**src/rtl/uart_tx.sv**
```systemverilog
// uart_tx: 16x-oversampled UART transmitter with a one-entry holding register.
// Frame: start bit, DBIT data bits LSB first, optional parity, SB_TICK-tick stop.
// Optional parity stage is compiled in with the macro UART_TX_PARITY_EN.
module uart_tx #(
    parameter int DBIT    = 8,
    parameter int SB_TICK = 16,
    parameter int PAR_ODD = 0
) (
    input  logic            clk,
    input  logic            reset,
    input  logic            s_tick,
    input  logic            tx_start,
    input  logic [DBIT-1:0] din,
    output logic            tx_ready,
    output logic            tx_busy,
    output logic            tx_done_tick,
    output logic            tx
);

    typedef enum logic [2:0] {
        ST_IDLE   = 3'd0,
        ST_START  = 3'd1,
        ST_DATA   = 3'd2,
`ifdef UART_TX_PARITY_EN
        ST_PARITY = 3'd3,
`endif
        ST_STOP   = 3'd4
    } state_t;

    localparam logic [4:0] TICK_LAST = 5'd15;
    localparam logic [4:0] STOP_LAST = 5'(SB_TICK - 1);
    localparam logic [2:0] BIT_LAST  = 3'(DBIT - 1);

`ifdef UART_TX_PARITY_EN
    // Parity bit sent after the data bits; PAR_ODD selects odd sense.
    function automatic logic frame_parity(input logic [DBIT-1:0] word);
        return (^word) ^ (PAR_ODD != 0);
    endfunction
`endif

    state_t            state_r;
    state_t            state_s;
    logic [4:0]        s_r;
    logic [4:0]        s_s;
    logic [2:0]        n_r;
    logic [2:0]        n_s;
    logic [DBIT-1:0]   b_r;
    logic [DBIT-1:0]   b_s;
    logic [DBIT-1:0]   hold_r;
    logic [DBIT-1:0]   hold_s;
    logic              hold_valid_r;
    logic              hold_valid_s;
    logic              tx_r;
    logic              tx_s;
    logic              ready_r;
    logic              busy_r;
    logic              accept_s;
    logic              load_s;
    logic [DBIT-1:0]   load_word_s;
    logic              hold_take_s;
    logic              done_s;
`ifdef UART_TX_PARITY_EN
    logic              par_r;
    logic              par_s;
`endif

    assign accept_s     = tx_start & ready_r;
    assign tx_ready     = ready_r;
    assign tx_busy      = busy_r;
    assign tx           = tx_r;
    assign tx_done_tick = done_s & ~reset;

    // Frame sequencer: next state, tick/bit counters and shifter load/shift.
    always_comb begin
        state_s     = state_r;
        s_s         = s_r;
        n_s         = n_r;
        b_s         = b_r;
        load_s      = 1'b0;
        load_word_s = din;
        hold_take_s = 1'b0;
        done_s      = 1'b0;
        case (state_r)
            ST_IDLE: begin
                if (accept_s) begin
                    load_s  = 1'b1;
                    b_s     = din;
                    s_s     = 5'd0;
                    state_s = ST_START;
                end else begin
                    s_s     = 5'd0;
                end
            end
            ST_START: begin
                if (s_tick) begin
                    if (s_r == TICK_LAST) begin
                        s_s     = 5'd0;
                        n_s     = 3'd0;
                        state_s = ST_DATA;
                    end else begin
                        s_s = s_r + 5'd1;
                    end
                end else begin
                    s_s = s_r;
                end
            end
            ST_DATA: begin
                if (s_tick) begin
                    if (s_r == TICK_LAST) begin
                        s_s = 5'd0;
                        b_s = b_r >> 1;
                        if (n_r == BIT_LAST) begin
`ifdef UART_TX_PARITY_EN
                            state_s = ST_PARITY;
`else
                            state_s = ST_STOP;
`endif
                        end else begin
                            n_s = n_r + 3'd1;
                        end
                    end else begin
                        s_s = s_r + 5'd1;
                    end
                end else begin
                    s_s = s_r;
                end
            end
`ifdef UART_TX_PARITY_EN
            ST_PARITY: begin
                if (s_tick) begin
                    if (s_r == TICK_LAST) begin
                        s_s     = 5'd0;
                        state_s = ST_STOP;
                    end else begin
                        s_s = s_r + 5'd1;
                    end
                end else begin
                    s_s = s_r;
                end
            end
`endif
            ST_STOP: begin
                if (s_tick) begin
                    if (s_r == STOP_LAST) begin
                        done_s = 1'b1;
                        s_s    = 5'd0;
                        if (hold_valid_r) begin
                            // Queued word goes straight into the next start bit.
                            load_s      = 1'b1;
                            load_word_s = hold_r;
                            b_s         = hold_r;
                            hold_take_s = 1'b1;
                            state_s     = ST_START;
                        end else if (accept_s) begin
                            load_s  = 1'b1;
                            b_s     = din;
                            state_s = ST_START;
                        end else begin
                            state_s = ST_IDLE;
                        end
                    end else begin
                        s_s = s_r + 5'd1;
                    end
                end else begin
                    s_s = s_r;
                end
            end
            default: begin
                state_s = ST_IDLE;
                s_s     = 5'd0;
                n_s     = 3'd0;
            end
        endcase
    end

    // Holding register: capture a write that cannot enter the shifter, release it on reload.
    always_comb begin
        hold_s       = hold_r;
        hold_valid_s = hold_valid_r;
        if (hold_take_s) begin
            hold_valid_s = 1'b0;
        end else if (accept_s && !load_s) begin
            hold_s       = din;
            hold_valid_s = 1'b1;
        end else begin
            hold_valid_s = hold_valid_r;
        end
    end

`ifdef UART_TX_PARITY_EN
    // Parity of the word entering the shifter, frozen for the whole frame.
    always_comb begin
        if (load_s) begin
            par_s = frame_parity(load_word_s);
        end else begin
            par_s = par_r;
        end
    end
`endif

    // Line level for the state being entered, so the tx flop changes exactly at boundaries.
    always_comb begin
        tx_s = 1'b1;
        case (state_s)
            ST_IDLE:   tx_s = 1'b1;
            ST_START:  tx_s = 1'b0;
            ST_DATA:   tx_s = b_s[0];
`ifdef UART_TX_PARITY_EN
            ST_PARITY: tx_s = par_s;
`endif
            ST_STOP:   tx_s = 1'b1;
            default:   tx_s = 1'b1;
        endcase
    end

    // State, datapath and output registers with synchronous reset.
    always_ff @(posedge clk) begin
        if (reset) begin
            state_r      <= ST_IDLE;
            s_r          <= 5'd0;
            n_r          <= 3'd0;
            b_r          <= '0;
            hold_r       <= '0;
            hold_valid_r <= 1'b0;
            tx_r         <= 1'b1;
            ready_r      <= 1'b1;
            busy_r       <= 1'b0;
`ifdef UART_TX_PARITY_EN
            par_r        <= 1'b0;
`endif
        end else begin
            state_r      <= state_s;
            s_r          <= s_s;
            n_r          <= n_s;
            b_r          <= b_s;
            hold_r       <= hold_s;
            hold_valid_r <= hold_valid_s;
            tx_r         <= tx_s;
            ready_r      <= ~hold_valid_s;
            busy_r       <= (state_s != ST_IDLE);
`ifdef UART_TX_PARITY_EN
            par_r        <= par_s;
`endif
        end
    end

endmodule

```
**config.mk**
```make
export PLATFORM = sky130hd
export DESIGN_NAME = uart_tx
export DESIGN_NICKNAME = d
export VERILOG_FILES = /design/src/rtl/uart_tx.sv
export SDC_FILE = /design/constraint.sdc
export NUM_CORES = 1
export LEC_CHECK = 0
export ABC_CLOCK_PERIOD_IN_PS = 2950
export CAP_MARGIN = 20
export CORE_ASPECT_RATIO = 0.9
export CORE_MARGIN = 2
export CORE_UTILIZATION = 58
export CTS_CLUSTER_SIZE = 10
export DETAILED_ROUTE_END_ITERATION = 6
export HOLD_SLACK_MARGIN = 0.08
export PLACE_DENSITY = 0.82
export SKIP_LAST_GASP = 1
export SLEW_MARGIN = 10
export SYNTH_ARGS = -nofsm -noshare
export SYNTH_HDL_FRONTEND = slang
export SYNTH_SLANG_ARGS = --single-unit
export TNS_END_PERCENT = 50
```
**constraint.sdc**
```tcl
create_clock -name clk -period 2.95 [get_ports clk]
set_input_delay 0.59 -clock clk [delete_from_list [all_inputs] [get_ports clk]]
set_output_delay 0.59 -clock clk [all_outputs]
set_load 0.05 [all_outputs]
```
==> results by stage <==
Outcome:
- The run finished with clean final reports.

Place:
- The congestion estimate from routability-driven global placement came to 0.9015.
- The sum of net half-perimeters after detailed placement is 2896 um.
- The worst setup timing slack at the placement stage is 0.3655 ns.
- The post-detailed-placement cell area is 1994 um^2.
- Port buffering added 15 buffers.

Logic synthesis:
- Summing the areas of all and, or, nand and nor instances in the mapped netlist gives 22.93% of the synthesized area.
- The per-instance average area after synthesis is 8.360 um^2.
- The post-synthesis share of cell area spent on full adders, half adders and majority gates is 2.041%.
- The total number of yosys warnings is 0.
- The area of the mapped netlist is 1839 um^2.
- After synthesis, flip-flops and latches occupy 33.74% of the total area.
- The synthesized net count is 235.
- The number of distinct standard cells referenced by the synthesized netlist is 49.
- The synthesized netlist devotes 28.23% of its cell area to compound gates.
- The synthesized netlist cell count is 220.
- Of the total synthesized cell area, the portion taken by XOR and XNOR cells is 0.4762%.
- After synthesis, the largest family of logic cells by area is compound AO/OA/AOI/OAI gates.
- After synthesis, the share of cell area in mux cells is 7.075%.
- The synthesized design contains 0 enable-type register cells.
- The top flip-flop cell by instance count after synthesis is dfxtp_1.
- Of all flip-flops after synthesis, the portion carrying an async set or reset was 0%.
- After synthesis the netlist holds a flip-flop and latch count of 31.

Drt:
- After detailed routing, the number of remaining DRC violations is 0.
- The DRC violation total after the first TritonRoute iteration is 133.
- In this run the remaining antenna-violating nets after routing total 0.
- The routed wirelength normalized by instance count is 15.55 um.
- Summing over every cut layer, the via total after detailed routing is 1682.
- The length of the first detailed-routing pass in iterations is 4.
- Dividing the detail-routed via count by the number of cells gives 6.184.
- The sum of routed wire length over all layers is 4230 um.

Flow run:
- The number of maximum-capacitance violations is 0.

Floorplanning:
- The x dimension of the die is 63.36 um.
- The total area inside the core boundary comes to 3043 um^2.
- The initial utilization of the core area, before any placement, comes to 60.44%.
- The standard-cell row count is 19.
- 16 I/O pins were placed.
- The die area is 3638 um^2.
- The height of the chip is 57.43 um.

STA:
- The final count of pins violating max slew is 0.
- The worst hold slack is 0.4652 ns.
- For the pin with the worst max-slew slack, the measured transition is 0.9790 ns.
- After routing, the total negative slack on setup checks comes to 0 ns.
- The worst setup skew after layout is 0.002436 ns.
- Setup violations remaining at the end of the flow were counted as 0.
- Setup repair after global routing left no endpoint under its margin.
- The worst path in the final design needs a cycle of 2.546 ns, including I/O delays and setup.
- The hold violation total from the final report is 0.
- The final clock period utilization by the worst path is 86.31%.
- For this run, the top clock speed supported by timing is 392.7 MHz.
- Across all setup checks in the final design, the least slack found is 0.4038 ns.
- The max-slew headroom at the worst pin is 34.64%.

CTS:
- The clock tree from TritonCTS is done.
- The clock buffer count from CTS is 5.
- The clock latency on the worst-skew pair is 0.34 ns.
- Once the clock tree was built, the resizer swapped 0 gates to a different size.
- The H-tree was split into 2 levels.
- The number of sinks on the clock net is 31.
- The maximum root-to-sink buffer count is 2.
- The buffers inserted during post-CTS setup optimization is 0.
- CTS placed an instance of clkbuf_4 at the clock tree root.
- For this design, the CTS-stage hold fixing added 0 buffers.
- Clock-pin slew was measured on the worst setup and hold paths at 0.10 ns.

Global route:
- The global-route congestion overflow total is 0.
- The pin count of the biggest net entering global routing is 30.
- The global-route wire length before repair is 7107 um.
- The number of antenna violations at the first check in global routing came to 0.
- The via count of the first global-routing pass is 1493.
- The total track usage is 24.88%.

Layout:
- In the final layout, the share of cells above drive strength 1 is 11.74%.
- The antenna diode count is 0.
- For this run, the post-layout net count is 244.
- The number of fill cells in the layout is 260.
- The synthesis-to-layout area growth is 12.18%.
- The finished cells cover 2063 um^2.

Setup path:
- The startpoint kind of the worst setup timing path is an input port.
- The worst endpoint data arrival time is 1.96 ns.
- Along the worst path, the maximum fanout reaches 6.
- The endpoint type of the worst setup path is a primary output.
- Traced cell by cell, the critical path runs through clkdlybuf4s50_1 > nand3_2 > nor4_2 > buf_12.
- Among all stages on the critical path, the largest delay is contributed by clkdlybuf4s50_1.
- The largest single stage delay on the critical path is 0.71 ns.
- Data on the critical path is required at its endpoint by 2.36 ns.
- The startpoint-to-endpoint class of the critical path is in2out.

Power and ir drop:
- Summed over all cells, the static leakage comes to 0.7525 nW.
- The power per cell area is 427.2 nW/um^2.
- Summing internal, switching and leakage power gives 0.0008813 W.
- VDD sags by at most 0.3450 mV.

Worst hold path:
- The path category of the worst min-delay check is reg2reg.
==> sequential cells by signal, summed over array words and instances (netlist names) <==
| signal | cells |
|---|---|
| tx_busy | 1 |
| tx | 1 |
| state_r | 3 |
| tx_ready | 1 |
| b_r | 8 |
| hold_r | 8 |
| s_r | 5 |
| hold_valid_r | 1 |
| n_r | 3 |
==> layer usage <==
layer | GRT usage (%) | vias to the layer above | wire (um)
li1 | - | 827 | -
met1 | 34.49 | 782 | 1954
met2 | 38.35 | 65 | 1905
met3 | 5.720 | 8 | 305
met4 | 8.696 | 0 | 64
met5 | 0 | - | 0
==> cells in the final DEF (no fill, tap or decap), types with 3 or more instances in the layout <==
cell / synthesis / final
nand2_1: 17 / 17
ha_1: 3 / 3
buf_4: 1 / 3
nand2b_1: 10 / 10
o21ai_0: 14 / 14
nor2_1: 24 / 24
nand4_1: 3 / 3
a22o_1: 4 / 4
mux2i_1: 13 / 13
or3_1: 3 / 3
dfxtp_1: 31 / 31
clkbuf_4: 0 / 5
o221ai_1: 3 / 3
clkdlybuf4s50_1: 0 / 14
a22oi_1: 3 / 3
nor3_1: 5 / 5
a21oi_1: 28 / 28
o221a_2: 5 / 5
inv_1: 4 / 4
==> power breakdown <==
group,internal (W),switching [W],total [W]
sequential,0.000437,0.0000240,0.000462
combinational,0.0000599,0.0000704,0.000130
clock,0.000140,0.000149,0.000289
==> cell usage after synthesis, types with 2 or more instances <==
cell type,count,share of area [%]
ha_1,3,2.0
clkbuf_1,7,1.4
o221ai_1,3,1.4
nand2b_1,10,3.4
buf_2,6,1.6
buf_6,2,1.2
a221oi_1,2,0.95
dfxtp_1,31,34
a21oi_1,28,7.6
nor3_1,5,1.4
o221a_2,5,3.1
o21ai_0,14,3.8
and3b_1,2,0.95
mux2i_1,13,7.1
o22ai_1,2,0.68
a22o_1,4,1.9
nand4_1,3,1.0
inv_1,4,0.82
nand2_1,17,3.5
or3_1,3,1.0
nor4_1,2,0.68
and2_1,2,0.68
nor2_1,24,4.9
a22oi_1,3,1.2
==> kinds of logic (layout without fill, tap and decap cells) <==
kind of cell    Yosys count  count (layout)
compound gates           75              75
fa+ha+maj                 3               3
buf+inv                  20              30
mux                      13              13
simple gates             77              77
xor+xnor                  1               1
flops                    31              31
==> final cells by class <==
| type | instances | area (um^2) | share of cell area, % |
|---|---|---|---|
| Multi-Input combinational cell | 169 | 1124 | 54.46 |
| Sequential cell | 31 | 620.6 | 30.08 |
| Timing Repair Buffer | 18 | 182.7 | 8.854 |
| Clock buffer | 8 | 68.82 | 3.335 |
| Tap cell | 42 | 52.55 | 2.547 |
| Inverter | 4 | 15.01 | 0.7277 |
==> worst paths after layout <==
| path | start | end | slack, ns | cells after the start |
|---|---|---|---|---|
| max | s_tick | tx_done_tick | 0.40 | 4 |
| max reg2reg | state_r[1]$_SDFF_PP0_ | hold_r[1]$_SDFFE_PP0P_ | 0.76 | 5 |
| min | n_r[1]$_SDFFE_PP0P_ | n_r[1]$_SDFFE_PP0P_ | 0.47 | 2 |
| min reg2reg | n_r[1]$_SDFFE_PP0P_ | n_r[1]$_SDFFE_PP0P_ | 0.47 | 2 |
==> stage by stage <==
stage | instances | util, %
6_report | 272 | 67.80
5_1_grt | 272 | 67.80
4_1_cts | 272 | 67.80
3_5_place_dp | 264 | 65.54
3_3_place_gp | 264 | 65.54
2_1_floorplan | 220 | -
==> critical path: cells and delay by family <==
family | cells | cell delay (ns)
buffers and inverters | 2 | 0.89
AND/OR/NAND/NOR | 2 | 0.48
Power figures use the tool's default switching activity.
